===== config.mk =====
export PLATFORM = sky130hd
export DESIGN_NAME = fifo_uart_tx
export DESIGN_NICKNAME = d
export VERILOG_FILES = /design/src/rtl/fifo_uart_tx.sv
export SDC_FILE = /design/constraint.sdc
export NUM_CORES = 1
export LEC_CHECK = 0
export ABC_CLOCK_PERIOD_IN_PS = 1700
export BUFFER_PORTS_ARGS = -buffer_cell sky130_fd_sc_hd__buf_4
export CAP_MARGIN = 20
export CELL_PAD_IN_SITES_DETAIL_PLACEMENT = 1
export CELL_PAD_IN_SITES_GLOBAL_PLACEMENT = 1
export CORE_MARGIN = 3
export CORE_UTILIZATION = 41
export DETAILED_ROUTE_END_ITERATION = 8
export PLACE_DENSITY = 0.78
export SETUP_SLACK_MARGIN = 0.15
export SLEW_MARGIN = 30
export SYNTH_ARGS = -nofsm -noshare
export SYNTH_HDL_FRONTEND = slang
export SYNTH_SLANG_ARGS = --single-unit

===== constraint.sdc =====
create_clock -name clk -period 1.7 [get_ports clk]
set_input_delay 0.51 -clock clk [delete_from_list [all_inputs] [get_ports clk]]
set_output_delay 0.51 -clock clk [all_outputs]
set_load 0.005 [all_outputs]

===== src/rtl/fifo_uart_tx.sv =====
// fifo_uart_tx: drains an 8-bit synchronous FIFO and serialises each byte as
// start, 8 data bits LSB first, optional even parity, and 1 or 2 stop bits.
// The FIFO has a one-cycle registered read latency, which the LOAD state absorbs.
module fifo_uart_tx #(
   parameter int CLKS_PER_BIT = 16,
   parameter int PARITY_EN    = 0,
   parameter int STOP_BITS    = 1
) (
   input  logic       clk,
   input  logic       rst,
   input  logic       enable,
   input  logic       fifo_empty,
   input  logic [7:0] fifo_data,
   output logic       fifo_rd_en,
   output logic       tx,
   output logic       busy,
   output logic       tx_done
);

   typedef enum logic [2:0] {IDLE, LOAD, START, DATA, PARITY, STOP} state_t;

   localparam int              BW        = (CLKS_PER_BIT > 2) ? $clog2(CLKS_PER_BIT) : 1;
   localparam logic [BW-1:0]   BAUD_LAST = BW'(CLKS_PER_BIT - 1);
   localparam logic [2:0]      STOP_LAST = 3'(STOP_BITS - 1);

   state_t        state, state_n;
   logic [BW-1:0] baud;
   logic [2:0]    bit_cnt;
   logic [7:0]    shift, shift_n;
   logic          par, par_n;
   logic          tx_n;
   logic          baud_end;

   assign baud_end = (baud == BAUD_LAST);

   // Decoded from registered state and counters only, so these never glitch.
   assign busy    = (state != IDLE);
   assign tx_done = (state == STOP) && baud_end && (bit_cnt == STOP_LAST);

   // Next-state, pop request and next line value. The line value is computed
   // from the next state so that tx can be registered without a cycle of lag.
   always_comb begin
      state_n    = state;
      shift_n    = shift;
      par_n      = par;
      fifo_rd_en = 1'b0;
      case (state)
         IDLE: begin
            // Reset gating keeps the pop request low during every reset cycle.
            if (enable && !fifo_empty && !rst) begin
               fifo_rd_en = 1'b1;
               state_n    = LOAD;
            end
         end
         LOAD: begin
            shift_n = fifo_data;
            par_n   = ^fifo_data;
            state_n = START;
         end
         START: begin
            if (baud_end) state_n = DATA;
         end
         DATA: begin
            if (baud_end) begin
               shift_n = {1'b0, shift[7:1]};
               if (bit_cnt == 3'd7) state_n = (PARITY_EN != 0) ? PARITY : STOP;
            end
         end
         PARITY: begin
            if (baud_end) state_n = STOP;
         end
         STOP: begin
            // bit_cnt is reused here to count stop bits.
            if (baud_end && (bit_cnt == STOP_LAST)) state_n = IDLE;
         end
         default: state_n = IDLE;
      endcase

      case (state_n)
         START:   tx_n = 1'b0;
         DATA:    tx_n = shift_n[0];
         PARITY:  tx_n = par_n;
         default: tx_n = 1'b1;
      endcase
   end

   // State, baud/bit counters, shift register and registered serial line.
   always_ff @(posedge clk) begin
      if (rst) begin
         state   <= IDLE;
         baud    <= '0;
         bit_cnt <= '0;
         shift   <= '0;
         par     <= 1'b0;
         tx      <= 1'b1;
      end else begin
         state <= state_n;
         shift <= shift_n;
         par   <= par_n;
         tx    <= tx_n;
         if (state_n != state || baud_end) baud <= '0;
         else                              baud <= baud + 1'b1;
         if (state_n != state) bit_cnt <= '0;
         else if (baud_end)    bit_cnt <= bit_cnt + 3'd1;
      end
   end

endmodule


==> impl_results.md, run 1 <==
- Outcome: finished with violations
- Failing checks: negative setup slack
- #FFs+latches synth: 20
- Reg area: a little over 400 um2
- Synth top cells by count: nor2_1, dfxtp_1, a21oi_1
- P&R area growth vs syn: 46.1%
- Hold_ws: around 460 ps
- CTS tree: done
- Average cell area after synthesis: slightly below 9 um2
- Fill count: ~280
- Num CTS Buffers: 3
- Io pins: 16
- Clock Sinks: 20
- WL final: around 3700 um
- Cell-internal power: 0.000718 W
- Crit path buf inv count: 2
- Vias/cell: around 5.7
- Nets: 179
- Crit-path max cell delay: approximately 350 ps
- Max Slew Vio Count: 0
- Die Y: 58.1 um
- Total Routing Usage GR: 19.4%
- Root Driver: clkbuf_4
- Share of cells above drive strength 1: between 40% and 50%
- Synth area leaders: dfxtp_1, nor2_1, xnor2_1
- RSZ-0062 raised after global routing: yes
- Core area: about 2500 um2
- Final setup vio count: 3
- Post-synth EDFFs: 0
- Final Critical Period: about 2000 ps
- Final Hold Vio Count: 0
- Crit-path cells: inv_2 > ha_4 > nand3b_1 > nor4b_4 > buf_4
- Hold Crit Class: reg -> reg
- Met3 routed WL: about 110 um
- Period utilisation layout: 118%
- Total congestion overflow: 0
- Sw frac: around 28%
- Final worst slack: -300 ps
- Global-route wire length before repair: 5040 um
- Layout Utilization: 64.5%
- CP required: about 1200 ps
- Top sig layer: met4
- Initial Utilization: around 44%
- Cell Area, Synth: around 1100 um2
- CP startpoint: bit_cnt[0]
- Seq/Total Area, Yosys: a little over a third
- Number of global-route vias before repair: around 1100
- Final Cell Area: around 1600 um2
- DRT Pass-1 Iters: 4
- Post-synth top flop: dfxtp_1
- Wire per inst: 19.2 um
- Number of synthesis warnings: 0
- NetSw: around 0.00027 W
- Worst r2r src: baud[0]
- Post-synthesis cell count: 128
- Die Area: 3380 um2
- CP Data Arrival Time: about 1500 ps
- CTS Buffer Depth: 2
- Leakage: around 0.64 nW
- Final setup skew: approximately 13 ps
- Multi-input logic area: approximately 830 um2
- Vias: approximately 1100
- Max-cap violations: 0
- Cell family with most CP delay: simple AND/OR/NAND/NOR gates
- Residual DRC count: 0
- Async set-reset flop share out of synthesis: 0%
- IO Port Bufs: 15
- Tightest Pin Transition: between 700 and 800 ps
- Worst-Skew Late Latency: roughly 320 ps
- Part of the power in registers: 50.6%
- # H-tree levels: 1
- Largest net degree at the start of global routing: 20
- Max_slew headroom: between 50% and 60%
- Maximum vdd drop: between 500 and 600 uV
- Inserted Diodes: 0
- Clock slew at reported path FFs: approximately 130 ps
- Max stage delay cell, worst path: dfxtp_2
- Synthesized Nets: 144
- Path type of the worst setup path: reg -> out
- Cells after DPL: ~180
- Final std cells w/o fill: ~190
- Crit-path max FO: 2
- Cell taking the most area after synthesis: dfxtp_1
- Top cell type's share of synthesized area: roughly 36%
- RePlAce Congestion: around 0.75
- Met1 wire length: 1580 um
- Clock share of power: between 20 and 30%
- Gate power share: between 10% and 20%
- CP Capture Type: output port
- Pwr per Cell Area: a little over 600 nW/um2
- Final ANT Viol Nets: 0
- Synth unique cells: 39
- Post-detail-place hpwl: ~1900 um
- Worst Hold Launch: baud[0]
- DP Area: 1320 um2
- Site Rows: 18
- Antenna violations before repair: 0
- Die width: 58.1 um
- Max Clk Rate: approximately 500 MHz
- Critical path launch point type: flop
- Top-count cell post-synth: nor2_1
- WL met2: about 2000 um
- Iteration-0 DRC Markers: 33
[path summary, 6_finish.rpt]
check | end | slack [ps] | cells after the start
setup / recovery | tx_done | -300 | 5
setup reg to reg | baud[1] | 80 | 7
hold reg to reg | baud[0] | 460 | 1
hold / removal | baud[0] | 460 | 1
[power by group through the flow]
stage	Sequential, W	Combinational (W)	Clock [W]
2_1_floorplan	0.000508	0.000104	0
3_3_place_gp	0.000512	0.000149	0
3_5_place_dp	0.000513	0.000155	0
4_1_cts	0.000501	0.000167	0.000295
5_1_grt	0.000506	0.000213	0.000315
6_report	0.000503	0.000195	0.000295
[layout make-up]
cell class                      count  share of cell area [%]
Clock buffer                        4                    2.23
Inverter                            2                   0.462
Multi-Input combinational cell     99                    50.8
Sequential cell                    20                    25.5
Tap cell                           30                    2.31
Timing Repair Buffer               37                    18.7
[layer usage]
metal | up-vias | global-route usage [%]
met5 | - | 0
met4 | 0 | 7.28
li1 | 518 | -
met1 | 546 | 20.2
met3 | 4 | 5.35
met2 | 18 | 36.5
[kinds of logic after synthesis]
logic type	synth area share, %
AOI/OAI and AO/OA	16.3
xor gates and xnor gates	7.87
adders and majority gates	4.49
buffers and inverters	4.94
DFF	36.0
muxes	2.70
and+or+nand+nor	27.8
[state kept, by name (all words and copies together), names as in the netlist]
signal	flops
baud	4
state	3
bit_cnt	3
shift	8
tx	1
par	1
[worst reg2reg max path, cell delays in order, from the launching register on]
cell	delay (ps)
dfxtp_4	390
ha_4	170
nand3_4	110
buf_6	170
a21o_1	160
a21oi_2	180
o21a_4	240
nor4b_2	80
[cell usage in the layout, fill, tap and decap left out, types with 3 or more instances in the layout]
cell      instances
mux2i_1           3
nor3_2            3
dfxtp_1          13
xnor2_1           8
dfxtp_2           5
o22ai_1           6
nor2_1           23
nor2b_1           3
buf_6             7
a21oi_1           8
buf_4            30
ha_4              4
clkbuf_4          3
[metrics by stage]
step	setup TNS [ps]	power, W	worst slack [ps]
6_report	-456	0.000993	-300
5_1_grt	-531	0.00103	-331
4_1_cts	-382	0.000963	-256
3_5_place_dp	-48.8	0.000668	-48.8
3_3_place_gp	0	0.000661	21.3
2_1_floorplan	0	0.000612	153
[timing repair]
item | 4_1_cts | 5_1_grt
resized for setup | 18 | 26
endpoints found under the setup margin | 12 | 12
buffers inserted | 4 | 8
hold buffers | 0 | 0
pin swaps | 3 | 8
Note: power is estimated with default switching activity, not from simulation.
==> run 2: changes to the inputs <==
--- a/config.mk
+++ b/config.mk
@@ -5,15 +5,15 @@
 export SDC_FILE = /design/constraint.sdc
 export NUM_CORES = 1
 export LEC_CHECK = 0
-export ABC_CLOCK_PERIOD_IN_PS = 1700
+export ABC_CLOCK_PERIOD_IN_PS = 1670
 export BUFFER_PORTS_ARGS = -buffer_cell sky130_fd_sc_hd__buf_4
 export CAP_MARGIN = 20
 export CELL_PAD_IN_SITES_DETAIL_PLACEMENT = 1
 export CELL_PAD_IN_SITES_GLOBAL_PLACEMENT = 1
 export CORE_MARGIN = 3
-export CORE_UTILIZATION = 41
+export CORE_UTILIZATION = 37
 export DETAILED_ROUTE_END_ITERATION = 8
-export PLACE_DENSITY = 0.78
+export PLACE_DENSITY = 0.75
 export SETUP_SLACK_MARGIN = 0.15
 export SLEW_MARGIN = 30
 export SYNTH_ARGS = -nofsm -noshare
==> constraint.sdc (replaced) <==
create_clock -name clk -period 1.67 [get_ports clk]
set_input_delay 0.501 -clock clk [delete_from_list [all_inputs] [get_ports clk]]
set_output_delay 0.501 -clock clk [all_outputs]
set_load 0.005 [all_outputs]
==> run 2 against run 1 <==
Effect of this change:
- die area grew 9.7%
- hold slack better by 4.3 ps
- core utilization down 3.9 points
- critical path type unchanged
- sequential cell count stayed put
- clock power decreased by 20%
- wire length is 0.95% lower
- register-to-register slack worse by 120 ps
- the flow still finishes with violations (negative setup slack)
- critical path depth unchanged
- combinational power increased by 4%
- first-iteration DRC count shrank 9.1%
- sequential share of layout area shrank 1.4 points
- via count is 0.55% lower
- critical endpoint unchanged
==> impl_results.md, run 2 (synthesis gave the netlist of run 1 again) <==
- Outcome: finished with violations (unchanged)
- Failing checks: negative setup slack (unchanged)
- Crit path buf inv count: 2 (unchanged)
- Met1 Use GR: 23.9% (was 20.2%)
- CTS Buffer Depth: 2 (unchanged)
- Power, Total: 0.000951 W (was 0.000993 W)
- Largest registers: shift (8), baud (4) (unchanged)
- Pwr per Cell Area: 560 nW/um2 (was 611 nW/um2)
- Total congestion overflow: 0 (unchanged)
- Cell-internal power: 0.000686 W (was 0.000718 W)
- Sw frac: 27.9% (was 27.7%)
- CTS tree: done (unchanged)
- Antenna violations before repair: 0 (unchanged)
- Crit-path cells: inv_2 > ha_4 > nand3b_1 > nor4b_4 > buf_4 (unchanged)
- Worst r2r dst: baud[3] (was baud[1])
- Final Critical Period: approximately 1900 ps
- Maximum vdd drop: 351 uV (was 526 uV)
- Core area: 2810 um2 (was 2520 um2)
- Largest net degree at the start of global routing: 20 (unchanged)
- Die Y: 60.9 um (was 58.1 um)
- Max reg flops: 8 (unchanged)
- Inserted Diodes: 0 (unchanged)
- Final ANT Viol Nets: 0 (unchanged)
- Num CTS Buffers: 3 (unchanged)
- RSZ-0062 raised after global routing: yes (unchanged)
- # H-tree levels: 1 (unchanged)
- Max stage delay cell, worst path: dfxtp_2 (unchanged)
- GRT Max-Usage Layer: met2 (unchanged)
- Max_slew headroom: 64.1% (was 50.4%)
- Share of cells above drive strength 1: 55.5% (was 48.1%)
- Worst Reg2Reg Path Length in Cells: 9 (was 7)
- Gate power share: 21.2% (was 19.6%)
- Max Slew Vio Count: 0 (unchanged)
- Global-route wire length before repair: 5580 um (was 5040 um)
- Biggest register: shift (unchanged)
- Crit-path max cell delay: 340 ps (was 350 ps)
- Part of the power in registers: 53.9% (was 50.6%)
- Final std cells w/o fill: 195 (was 192)
- NetSw: 0.000265 W (was 0.000275 W)
- Clock slew at reported path FFs: 120 ps (was 130 ps)
- Die width: 60.9 um (was 58.1 um)
- Path type of the worst setup path: reg -> out (unchanged)
- Hold Crit Class: in -> reg (was reg -> reg)
- Reg area: 409 um2 (was 414 um2)
- IO Port Bufs: 15 (unchanged)
- Post-detail-place hpwl: 1960 um (was 1940 um)
- Number of global-route vias before repair: 1173 (was 1113)
- Final setup skew: 4.93 ps (was 13.4 ps)
- Vias: 1080 (was 1086)
- Crit-path max FO: 2 (unchanged)
- Iteration-0 DRC Markers: 30 (was 33)
- Period utilisation layout: 111%
- Clock share of power: 24.9% (was 29.7%)
- Worst Hold Launch: fifo_data[7] (was baud[0])
- Io pins: 16 (unchanged)
- GR Util met2: 37.6% (was 36.5%)
- Vias/cell: 5.54 (was 5.66)
- RePlAce Congestion: 0.738 (was 0.750)
- Cells after DPL: 176 (unchanged)
- Initial Utilization: 39.7% (was 44.1%)
- Final Hold Vio Count: 0 (unchanged)
- Leakage: 0.651 nW (was 0.640 nW)
- Met3 GRT Util: 3.62% (was 5.35%)
- Tightest Pin Transition: 532 ps (was 736 ps)
- Hold-critical path depth: 3 (was 1)
- Final setup vio count: 10 (was 3)
- Layout Utilization: 60.6% (was 64.5%)
- Critical path launch point type: flop (unchanged)
- Wire per inst: 18.7 um (was 19.2 um)
- Final worst slack: -183 ps (was -300 ps)
- Commonest non-fill, non-tap cell in the layout: buf_4 (unchanged)
- DRT Pass-1 Iters: 5 (was 4)
- Site Rows: 19 (was 18)
- CP required: 1170 ps (was 1190 ps)
- Worst-Skew Late Latency: 300 ps (was 320 ps)
- Clock Sinks: 20 (unchanged)
- Max-cap violations: 0 (unchanged)
- CP Capture Type: output port (unchanged)
- Total Routing Usage GR: 20.9% (was 19.4%)
- Max Clk Rate: ~540 MHz
- Most frequent cells in the layout: buf_4, nor2_1, dfxtp_1, buf_6, xnor2_1 (was buf_4, nor2_1, dfxtp_1, a21oi_1, xnor2_1)
- Place WS: -33.4 ps (was -48.8 ps)
- WL final: 3650 um (was 3680 um)
- Die Area: 3700 um2 (was 3380 um2)
- Setup TNS Final: -449 ps (was -456 ps)
- Worst r2r src: baud[1] (was baud[0])
- CP Data Arrival Time: 1350 ps (was 1490 ps)
- Cell family with most CP delay: simple AND/OR/NAND/NOR gates (unchanged)
- Fill count: 311 (was 279)
- Residual DRC count: 0 (unchanged)
- P&R area growth vs syn: 52.6% (was 46.1%)
- Reg-to-reg setup timing slack: -40 ps (was 80 ps)
- Nets: 182 (was 179)
- Multi-input logic area: 887 um2 (was 827 um2)
- Endpoint, Worst Hold: shift[7] (was baud[0])
- Root Driver: clkbuf_4 (unchanged)
[run 2: cell count changes in the layout (fill, tap and decap cells not counted), sizes merged]
cell	before	now
buf	37	40
clkbuf	4	3
[run 2: power by group through the flow]
| stage | Clock (W) | Combinational (W) | Sequential (W) |
|---|---|---|---|
| after floorplan | 0 | 0.000106 | 0.000518 |
| after global placement | 0 | 0.000153 | 0.000519 |
| after detailed placement | 0 | 0.000160 | 0.000521 |
| after CTS | 0.000241 | 0.000180 | 0.000510 |
| after global routing | 0.000269 | 0.000224 | 0.000514 |
| final | 0.000237 | 0.000202 | 0.000513 |
[run 2: worst max-delay path by stage]
stage	end	from	depth (start not counted)
final	tx_done	bit_cnt[0]	5
after global routing	tx_done	bit_cnt[0]	5
after CTS	tx_done	bit_cnt[0]	5
after detailed placement	fifo_rd_en	fifo_empty	4
after global placement	fifo_rd_en	fifo_empty	4
after floorplan	tx_done	baud[1]	4
[run 2: stage by stage]
stage               area [um2]  hold slack [ps]
floorplan                 1150              429
global placement          1320              439
detailed placement        1320              448
CTS                       1500              450
global route              1700              450
finish                    1700              465
[run 2: timing repair]
action	in CTS	in global routing
hold buffers	0	0
gates resized for setup	20	33
setup buffers	13	3
endpoints found under the setup margin	10	22
endpoints found under the hold margin	0	0
pin swaps	9	20
[run 2: cell type report]
class | instances | area share (%)
clock buffer | 3 | 1.33
inverter | 2 | 0.442
multi-input combinational | 99 | 52.2
sequential | 20 | 24.1
tap | 31 | 2.28
timing repair buffer | 40 | 19.7
[run 2: worst register-to-register path: stages, from the launching register on]
cell and delay, ps:
dfxtp_2 370, ha_4 160, nand3_4 100, buf_6 140, buf_6 120, buf_6 120, a21o_1 160, a21oi_2 140
o21a_4 220, nor4_2 70
[run 2: layer usage]
metal	vias up	wire length, um
met4	0	55
met1	524	1550
li1	526	-
met5	-	0
met3	7	89
met2	23	1950
